--- config.mk ---
export PLATFORM = sky130hd
export DESIGN_NAME = mult_div_unit
export DESIGN_NICKNAME = d
export VERILOG_FILES = /design/src/rtl/mult_div_unit.sv
export SDC_FILE = /design/constraint.sdc
export NUM_CORES = 1
export LEC_CHECK = 0
export CORE_MARGIN = 2
export CORE_UTILIZATION = 52
export CTS_CLUSTER_SIZE = 12
export DETAILED_ROUTE_END_ITERATION = 16
export PLACE_DENSITY = 0.78
export SKIP_LAST_GASP = 1
export SYNTH_ARGS = -nofsm -noshare
export SYNTH_HDL_FRONTEND = slang
export SYNTH_SLANG_ARGS = --single-unit
--- constraint.sdc ---
create_clock -name clk -period 3.7 [get_ports clk]
set_input_delay 0.74 -clock clk [delete_from_list [all_inputs] [get_ports clk]]
set_output_delay 0.74 -clock clk [all_outputs]
set_load 0.03 [all_outputs]
--- src/rtl/mult_div_unit.sv ---
// Iterative multiply/divide unit for the EX stage: MULT/MULTU/DIV/DIVU in WIDTH+1 cycles,
// with architectural HI/LO registers that MTHI/MTLO can also write while the unit is idle.
module mult_div_unit #(
  parameter int WIDTH = 32
) (
  input  logic             clk,
  input  logic             reset,
  input  logic             start,
  input  logic [1:0]       op,
  input  logic [WIDTH-1:0] a,
  input  logic [WIDTH-1:0] b,
  input  logic             wr_hi,
  input  logic             wr_lo,
  input  logic [WIDTH-1:0] wr_data,
  output logic             busy,
  output logic             done,
  output logic             div_by_zero,
  output logic [WIDTH-1:0] hi,
  output logic [WIDTH-1:0] lo
);

  localparam int CW = $clog2(WIDTH + 1);

  typedef enum logic [1:0] {IDLE, RUN, FIX} state_t;

  state_t             state, state_next;
  logic [CW-1:0]      count;
  logic               is_div, neg_lo, neg_hi, b_zero;
  logic [2*WIDTH-1:0] acc;
  logic [WIDTH-1:0]   opnd;

  logic               accept, signed_op, a_neg, b_neg;
  logic [WIDTH-1:0]   mag_a, mag_b;
  logic [WIDTH:0]     mul_sum, div_diff;
  logic [2*WIDTH-1:0] mul_step, div_step, prod_fix;
  logic [WIDTH-1:0]   quot_fix, rem_fix;

  assign accept    = (state == IDLE) && start;
  assign busy      = (state != IDLE);
  assign signed_op = ~op[0];
  assign a_neg     = signed_op & a[WIDTH-1];
  assign b_neg     = signed_op & b[WIDTH-1];
  assign mag_a     = a_neg ? -a : a;
  assign mag_b     = b_neg ? -b : b;

  // Multiply keeps {partial product, remaining multiplier bits} in acc and shifts right;
  // divide keeps {partial remainder, remaining dividend / quotient bits} and shifts left.
  assign mul_sum  = {1'b0, acc[2*WIDTH-1:WIDTH]} + (acc[0] ? {1'b0, opnd} : '0);
  assign mul_step = {mul_sum, acc[WIDTH-1:1]};
  assign div_diff = acc[2*WIDTH-1:WIDTH-1] - {1'b0, opnd};
  assign div_step = div_diff[WIDTH] ? {acc[2*WIDTH-2:0], 1'b0}
                                    : {div_diff[WIDTH-1:0], acc[WIDTH-2:0], 1'b1};

  // A zero divisor leaves the dividend magnitude as remainder, so HI naturally equals a.
  assign prod_fix = neg_lo ? -acc : acc;
  assign quot_fix = b_zero ? '1 : (neg_lo ? -acc[WIDTH-1:0] : acc[WIDTH-1:0]);
  assign rem_fix  = neg_hi ? -acc[2*WIDTH-1:WIDTH] : acc[2*WIDTH-1:WIDTH];

  always_ff @(posedge clk or negedge reset) begin
    if (!reset) state <= IDLE;
    else        state <= state_next;
  end

  always_comb begin
    state_next = state;
    case (state)
      IDLE:    if (start) state_next = RUN;
      RUN:     if (count == CW'(1)) state_next = FIX;
      FIX:     state_next = IDLE;
      default: state_next = IDLE;
    endcase
  end

  always_ff @(posedge clk or negedge reset) begin
    if (!reset) begin
      count       <= '0;
      is_div      <= 1'b0;
      neg_lo      <= 1'b0;
      neg_hi      <= 1'b0;
      b_zero      <= 1'b0;
      acc         <= '0;
      opnd        <= '0;
      done        <= 1'b0;
      div_by_zero <= 1'b0;
      hi          <= '0;
      lo          <= '0;
    end else begin
      done <= (state == FIX);
      if (state == IDLE) begin
        if (wr_hi) hi <= wr_data;
        if (wr_lo) lo <= wr_data;
      end
      if (accept) begin
        is_div      <= op[1];
        neg_lo      <= a_neg ^ b_neg;
        neg_hi      <= a_neg;
        b_zero      <= (b == '0);
        acc         <= {{WIDTH{1'b0}}, mag_a};
        opnd        <= mag_b;
        count       <= CW'(WIDTH);
        div_by_zero <= 1'b0;
      end
      if (state == RUN) begin
        acc   <= is_div ? div_step : mul_step;
        count <= count - 1'b1;
      end
      if (state == FIX) begin
        if (is_div) begin
          hi          <= rem_fix;
          lo          <= quot_fix;
          div_by_zero <= b_zero;
        end else begin
          {hi, lo} <= prod_fix;
        end
      end
    end
  end

endmodule
==> run summary, run 1 <==
SYNTH
-------------------------------------------------------------------------------------------------
Count of synthesis-stage warnings from yosys                                                    0
Leading post-synthesis cells by instance count                                       205 x sky130_fd_sc_hd__nand2_1, 195 x sky130_fd_sc_hd__o21ai_0, 174 x sky130_fd_sc_hd__dfrtp_1, 155 x sky130_fd_sc_hd__nor2_1, 125 x sky130_fd_sc_hd__a21oi_1
Total nets after synthesis                                                                   2035
Number of distinct library cell variants in the gate-level netlist after synthesis             74
Netlist Area Pre-Place                                                                0.0146 mm^2
Fraction of synthesized area in multiplexers                                                3.18%
Combinational family with the most area after synthesis                              compound AO/OA/AOI/OAI gates
Number of synthesized flops with an enable pin                                                  0
Portion of the post-synthesis area used by sequential elements                              29.8%
Synth Instances                                                                              1860
Area fraction in and, or, nand and nor cells after synthesis                                19.7%
Xor and xnor fraction of the mapped netlist area                                            10.1%
Cell with the most instances after synthesis                                         sky130_fd_sc_hd__nand2_1
Share of Yosys cell area claimed by the top area cell type                                  29.8%
Leading post-synthesis cells by cell area                                            sky130_fd_sc_hd__dfrtp_1 30%, sky130_fd_sc_hd__o21ai_0 6.7%, sky130_fd_sc_hd__ha_1 6.0%
Mean instance size in the synthesized netlist                                           7.84 um^2
Synth Area in Adders                                                                        6.28%
Compound-gate portion of the synthesized area                                               26.0%
Main synth FF type                                                                   sky130_fd_sc_hd__dfrtp_1
Number of flip-flops and latches in the synthesized netlist                                   174
Top cell type by total area after synthesis                                          sky130_fd_sc_hd__dfrtp_1
Asr flop ratio synth                                                                         100%

CLOCKING
-------------------------------------------------------------------------------------------------
CTS resizes                                                                                     0
Buffer levels on the longest clock path                                                         2
Deepest level of the CTS H-tree                                                                 4
Number of buffers created by CTS                                                               17
Root buf cell                                                                        sky130_fd_sc_hd__clkbuf_16
Total setup buffers inserted after CTS                                                          0
Clock latency at the later pin of the worst-skew pair                                     0.45 ns
Number of hold buffers added after CTS                                                          0
Clk pin slew, worst setup/hold paths                                                      0.08 ns
Clock sink total                                                                              174
TritonCTS clock tree                                                                        built

PLACED DESIGN
-------------------------------------------------------------------------------------------------
Final GP Congestion                                                                         0.998
IO Port Bufs                                                                                  169
Setup slack after placement                                                              0.120 ns
Placed wire-length estimate                                                              38400 um

DIE
-------------------------------------------------------------------------------------------------
Number of rows created at floorplan                                                            61
Effective utilization at floorplan                                                          52.7%
Chip Width                                                                                 171 um
Floorplan die area                                                                    0.0294 mm^2
Core Region                                                                           0.0277 mm^2
I/O pin count                                                                                 170
Die Y                                                                                      171 um

DRT
-------------------------------------------------------------------------------------------------
Avg WL per Cell                                                                           20.6 um
Count of nets left with antenna violations after detail routing                                 0
DRC violation count after routing                                                               0
Routed wire length                                                                       49700 um
Via/cell ratio                                                                               6.32
Pre-antenna DRT Iters                                                                           5
Via count                                                                                   15200
Drt first-iter violations                                                                    1716

SETUP PATH
-------------------------------------------------------------------------------------------------
Maximum fanout encountered on the critical timing path                                          7
Critical path buffers and inverters                                                             1
Worst reg2reg path endpoint                                                                hi[16]
WS Path Type                                                                           reg -> reg
Most repeated library cell on the critical path                                      sky130_fd_sc_hd__or3_4
Sort of element at the end of the critical path                                          register
Cell at the slowest stage of the critical path                                       sky130_fd_sc_hd__dfrtp_1
Slowest stage delay, CP                                                                   0.49 ns
Count of cells along the worst register-to-register path                                       10
Gate family responsible for the most delay along the worst path                      simple AND/OR/NAND/NOR gates
Worst Path Required                                                                       4.00 ns
Cell-by-cell listing of the critical path                                            inv_2, ha_1, or4b_1, or4_4, or3_4, or3_4, o41ai_1, o22ai_1, xnor2_1, o21ai_0
Startpoint of the worst-slack reg-to-reg timing path                                      acc[33]
Data arrival time of the critical path                                                    3.85 ns
Launching element type of the critical path                                              register
Worst reg2reg setup slack                                                                 0.15 ns

CELLS AND AREA
-------------------------------------------------------------------------------------------------
Final nets                                                                                   2195
Post-synthesis to final-layout area growth                                                  21.1%
Ratio of cells with drive above 1 in the final layout                                       8.26%
Number of diodes added for antenna fixing                                                       0

PWR
-------------------------------------------------------------------------------------------------
Cell area power density                                                              1070 mW/mm^2
Lkg Pwr                                                                                   7.37 nW
Worst VDD drop                                                                           0.512 mV

TIMING
-------------------------------------------------------------------------------------------------
Total negative slack                                                                         0 ns
Setup repair after global routing missed its margin                                            no
Final setup skew                                                                        0.0158 ns
Max Slew Vio Count                                                                              0
Fraction of the cycle the final worst path needs                                            95.9%
Upper clock frequency limit                                                               282 MHz
Crit path setup slack, layout                                                            0.151 ns
Min Tclk post-route                                                                       3.55 ns
Worst Max-Slew Pin Slew                                                                   1.05 ns
Worst relative slew slack                                                                   30.0%
Number of hold-slack violations in the final timing report                                      0
Final setup violation count                                                                     0

WORST HOLD PATH
-------------------------------------------------------------------------------------------------
Hold Crit Class                                                                       in -> async

GLOBAL ROUTING
-------------------------------------------------------------------------------------------------
Number of antenna violations at the first check in global routing                               0
Leftover overflow at the end of global routing                                                  0
Vias in the first global route                                                              13900
Total global routing track utilization                                                      33.7%
Pin count of the biggest net entering global routing                                           73
Wire length of the first global-routing pass                                             76900 um

OUTCOME
-------------------------------------------------------------------------------------------------
Outcome                                                                                 completed

FLOW RUN
-------------------------------------------------------------------------------------------------
Total of max-cap violations                                                                     0

## through the flow
| step | cell area [um^2] | util (%) | hold slack, ns | total power, mW | instances |
|---|---|---|---|---|---|
| after floorplan | 14600 | - | 0.444 | 12.2 | 1860 |
| after global placement | 17000 | 61.4 | 0.461 | 16.3 | 2379 |
| after detailed placement | 17000 | 61.4 | 0.470 | 16.5 | 2379 |
| after CTS | 17600 | 63.7 | 0.313 | 18.5 | 2411 |
| after global routing | 17700 | 63.8 | 0.336 | 20.1 | 2411 |
| final | 17700 | 63.8 | 0.270 | 18.8 | 2411 |
## final cells by class
type	count	area [um^2]
fill	2418	10000
clock buffer	17	425
sequential	174	4360
tap	378	473
clock inverter	15	215
inverter	66	251
timing repair buffer	260	2390
multi-input combinational	1501	9560
## cell families after synthesis
group                      Yosys count
AOI/OAI and AO/OA                  602
xor gates and xnor gates           167
adders and majority gates           72
buffers and inverters              185
DFF                                174
muxes                               46
and+or+nand+nor                    614
## state kept, by name, indices dropped and copies added, names as in the netlist
signal,cells
neg_lo,1
div_by_zero,1
neg_hi,1
opnd,32
acc,64
is_div,1
state,2
b_zero,1
done,1
hi,32
count,6
lo,32
## worst max path at each step
stage / from / to / slack (ns) / cells past startpoint
2_1_floorplan: acc[31] / acc[44] / 0.10 / 12
3_3_place_gp: acc[0] / acc[61] / 0.23 / 14
5_1_grt: acc[0] / acc[61] / 0.003 / 15
6_report: acc[33] / hi[16] / 0.15 / 10
4_1_cts: acc[0] / acc[61] / 0.10 / 14
3_5_place_dp: a[7] / acc[29] / 0.12 / 8
## worst reg2reg max path: cells and delay by family (launching register included)
family / cells / cell delay, ns
flops: 1 / 0.49
xor+xnor: 1 / 0.28
compound gates: 3 / 0.62
buf+inv: 1 / 0.16
fa+ha+maj: 1 / 0.21
simple gates: 4 / 1.64
## metal layers
metal	GRT usage, %	wire length, um	part of all wire, %
met1	48.4	21300	43
met2	49.9	21300	43
met3	6.88	5430	11
met4	12.6	1680	3.4
met5	0	0	0
## cell usage in the layout (no fill, tap or decap), types with 10 or more instances in the layout
| master | n |
|---|---|
| sky130_fd_sc_hd__or4_1 | 14 |
| sky130_fd_sc_hd__dfrtp_1 | 172 |
| sky130_fd_sc_hd__and3_1 | 10 |
| sky130_fd_sc_hd__o21ai_0 | 195 |
| sky130_fd_sc_hd__or2_2 | 12 |
| sky130_fd_sc_hd__a31oi_1 | 39 |
| sky130_fd_sc_hd__clkdlybuf4s50_1 | 168 |
| sky130_fd_sc_hd__clkbuf_16 | 17 |
| sky130_fd_sc_hd__mux2i_1 | 43 |
| sky130_fd_sc_hd__inv_1 | 63 |
| sky130_fd_sc_hd__o31ai_1 | 31 |
| sky130_fd_sc_hd__a21oi_1 | 124 |
| sky130_fd_sc_hd__buf_4 | 90 |
| sky130_fd_sc_hd__nor2_1 | 150 |
| sky130_fd_sc_hd__nor4_1 | 14 |
| sky130_fd_sc_hd__xnor2_1 | 72 |
| sky130_fd_sc_hd__nand2_1 | 204 |
| sky130_fd_sc_hd__ha_1 | 70 |
| sky130_fd_sc_hd__o22ai_1 | 13 |
| sky130_fd_sc_hd__xor2_1 | 94 |
| sky130_fd_sc_hd__nand2b_1 | 26 |
| sky130_fd_sc_hd__o41ai_1 | 11 |
| sky130_fd_sc_hd__a22oi_1 | 26 |
| sky130_fd_sc_hd__nor3_1 | 37 |
| sky130_fd_sc_hd__a21o_1 | 24 |
| sky130_fd_sc_hd__or3_1 | 24 |
| sky130_fd_sc_hd__o211ai_1 | 33 |
| sky130_fd_sc_hd__o22a_1 | 27 |
| sky130_fd_sc_hd__nand3_1 | 75 |
| sky130_fd_sc_hd__a211oi_1 | 13 |
## where the power goes
part / internal (mW) / switching [mW]
clock network: 0.992 / 0.956
logic: 5.18 / 7.79
registers: 2.84 / 1.08
total: 9.01 / 9.83
Power figures use the tool's default switching activity.
==> run 2, diff against run 1 <==
--- a/config.mk
+++ b/config.mk
@@ -7,6 +7,7 @@
 export LEC_CHECK = 0
 export CORE_MARGIN = 2
 export CORE_UTILIZATION = 52
+export CTS_CLUSTER_DIAMETER = 50
 export CTS_CLUSTER_SIZE = 12
 export DETAILED_ROUTE_END_ITERATION = 16
 export PLACE_DENSITY = 0.78
==> results of run 2 <==
Final layout, timing and power as in run 1 (identical DEF).
==> run 3, diff against run 2 <==
--- a/config.mk
+++ b/config.mk
@@ -7,7 +7,7 @@
 export LEC_CHECK = 0
 export CORE_MARGIN = 2
 export CORE_UTILIZATION = 52
-export CTS_CLUSTER_DIAMETER = 50
+export CTS_CLUSTER_DIAMETER = 100
 export CTS_CLUSTER_SIZE = 12
 export DETAILED_ROUTE_END_ITERATION = 16
 export PLACE_DENSITY = 0.78
==> results of run 3 <==
Final layout, timing and power as in run 1 (identical DEF).
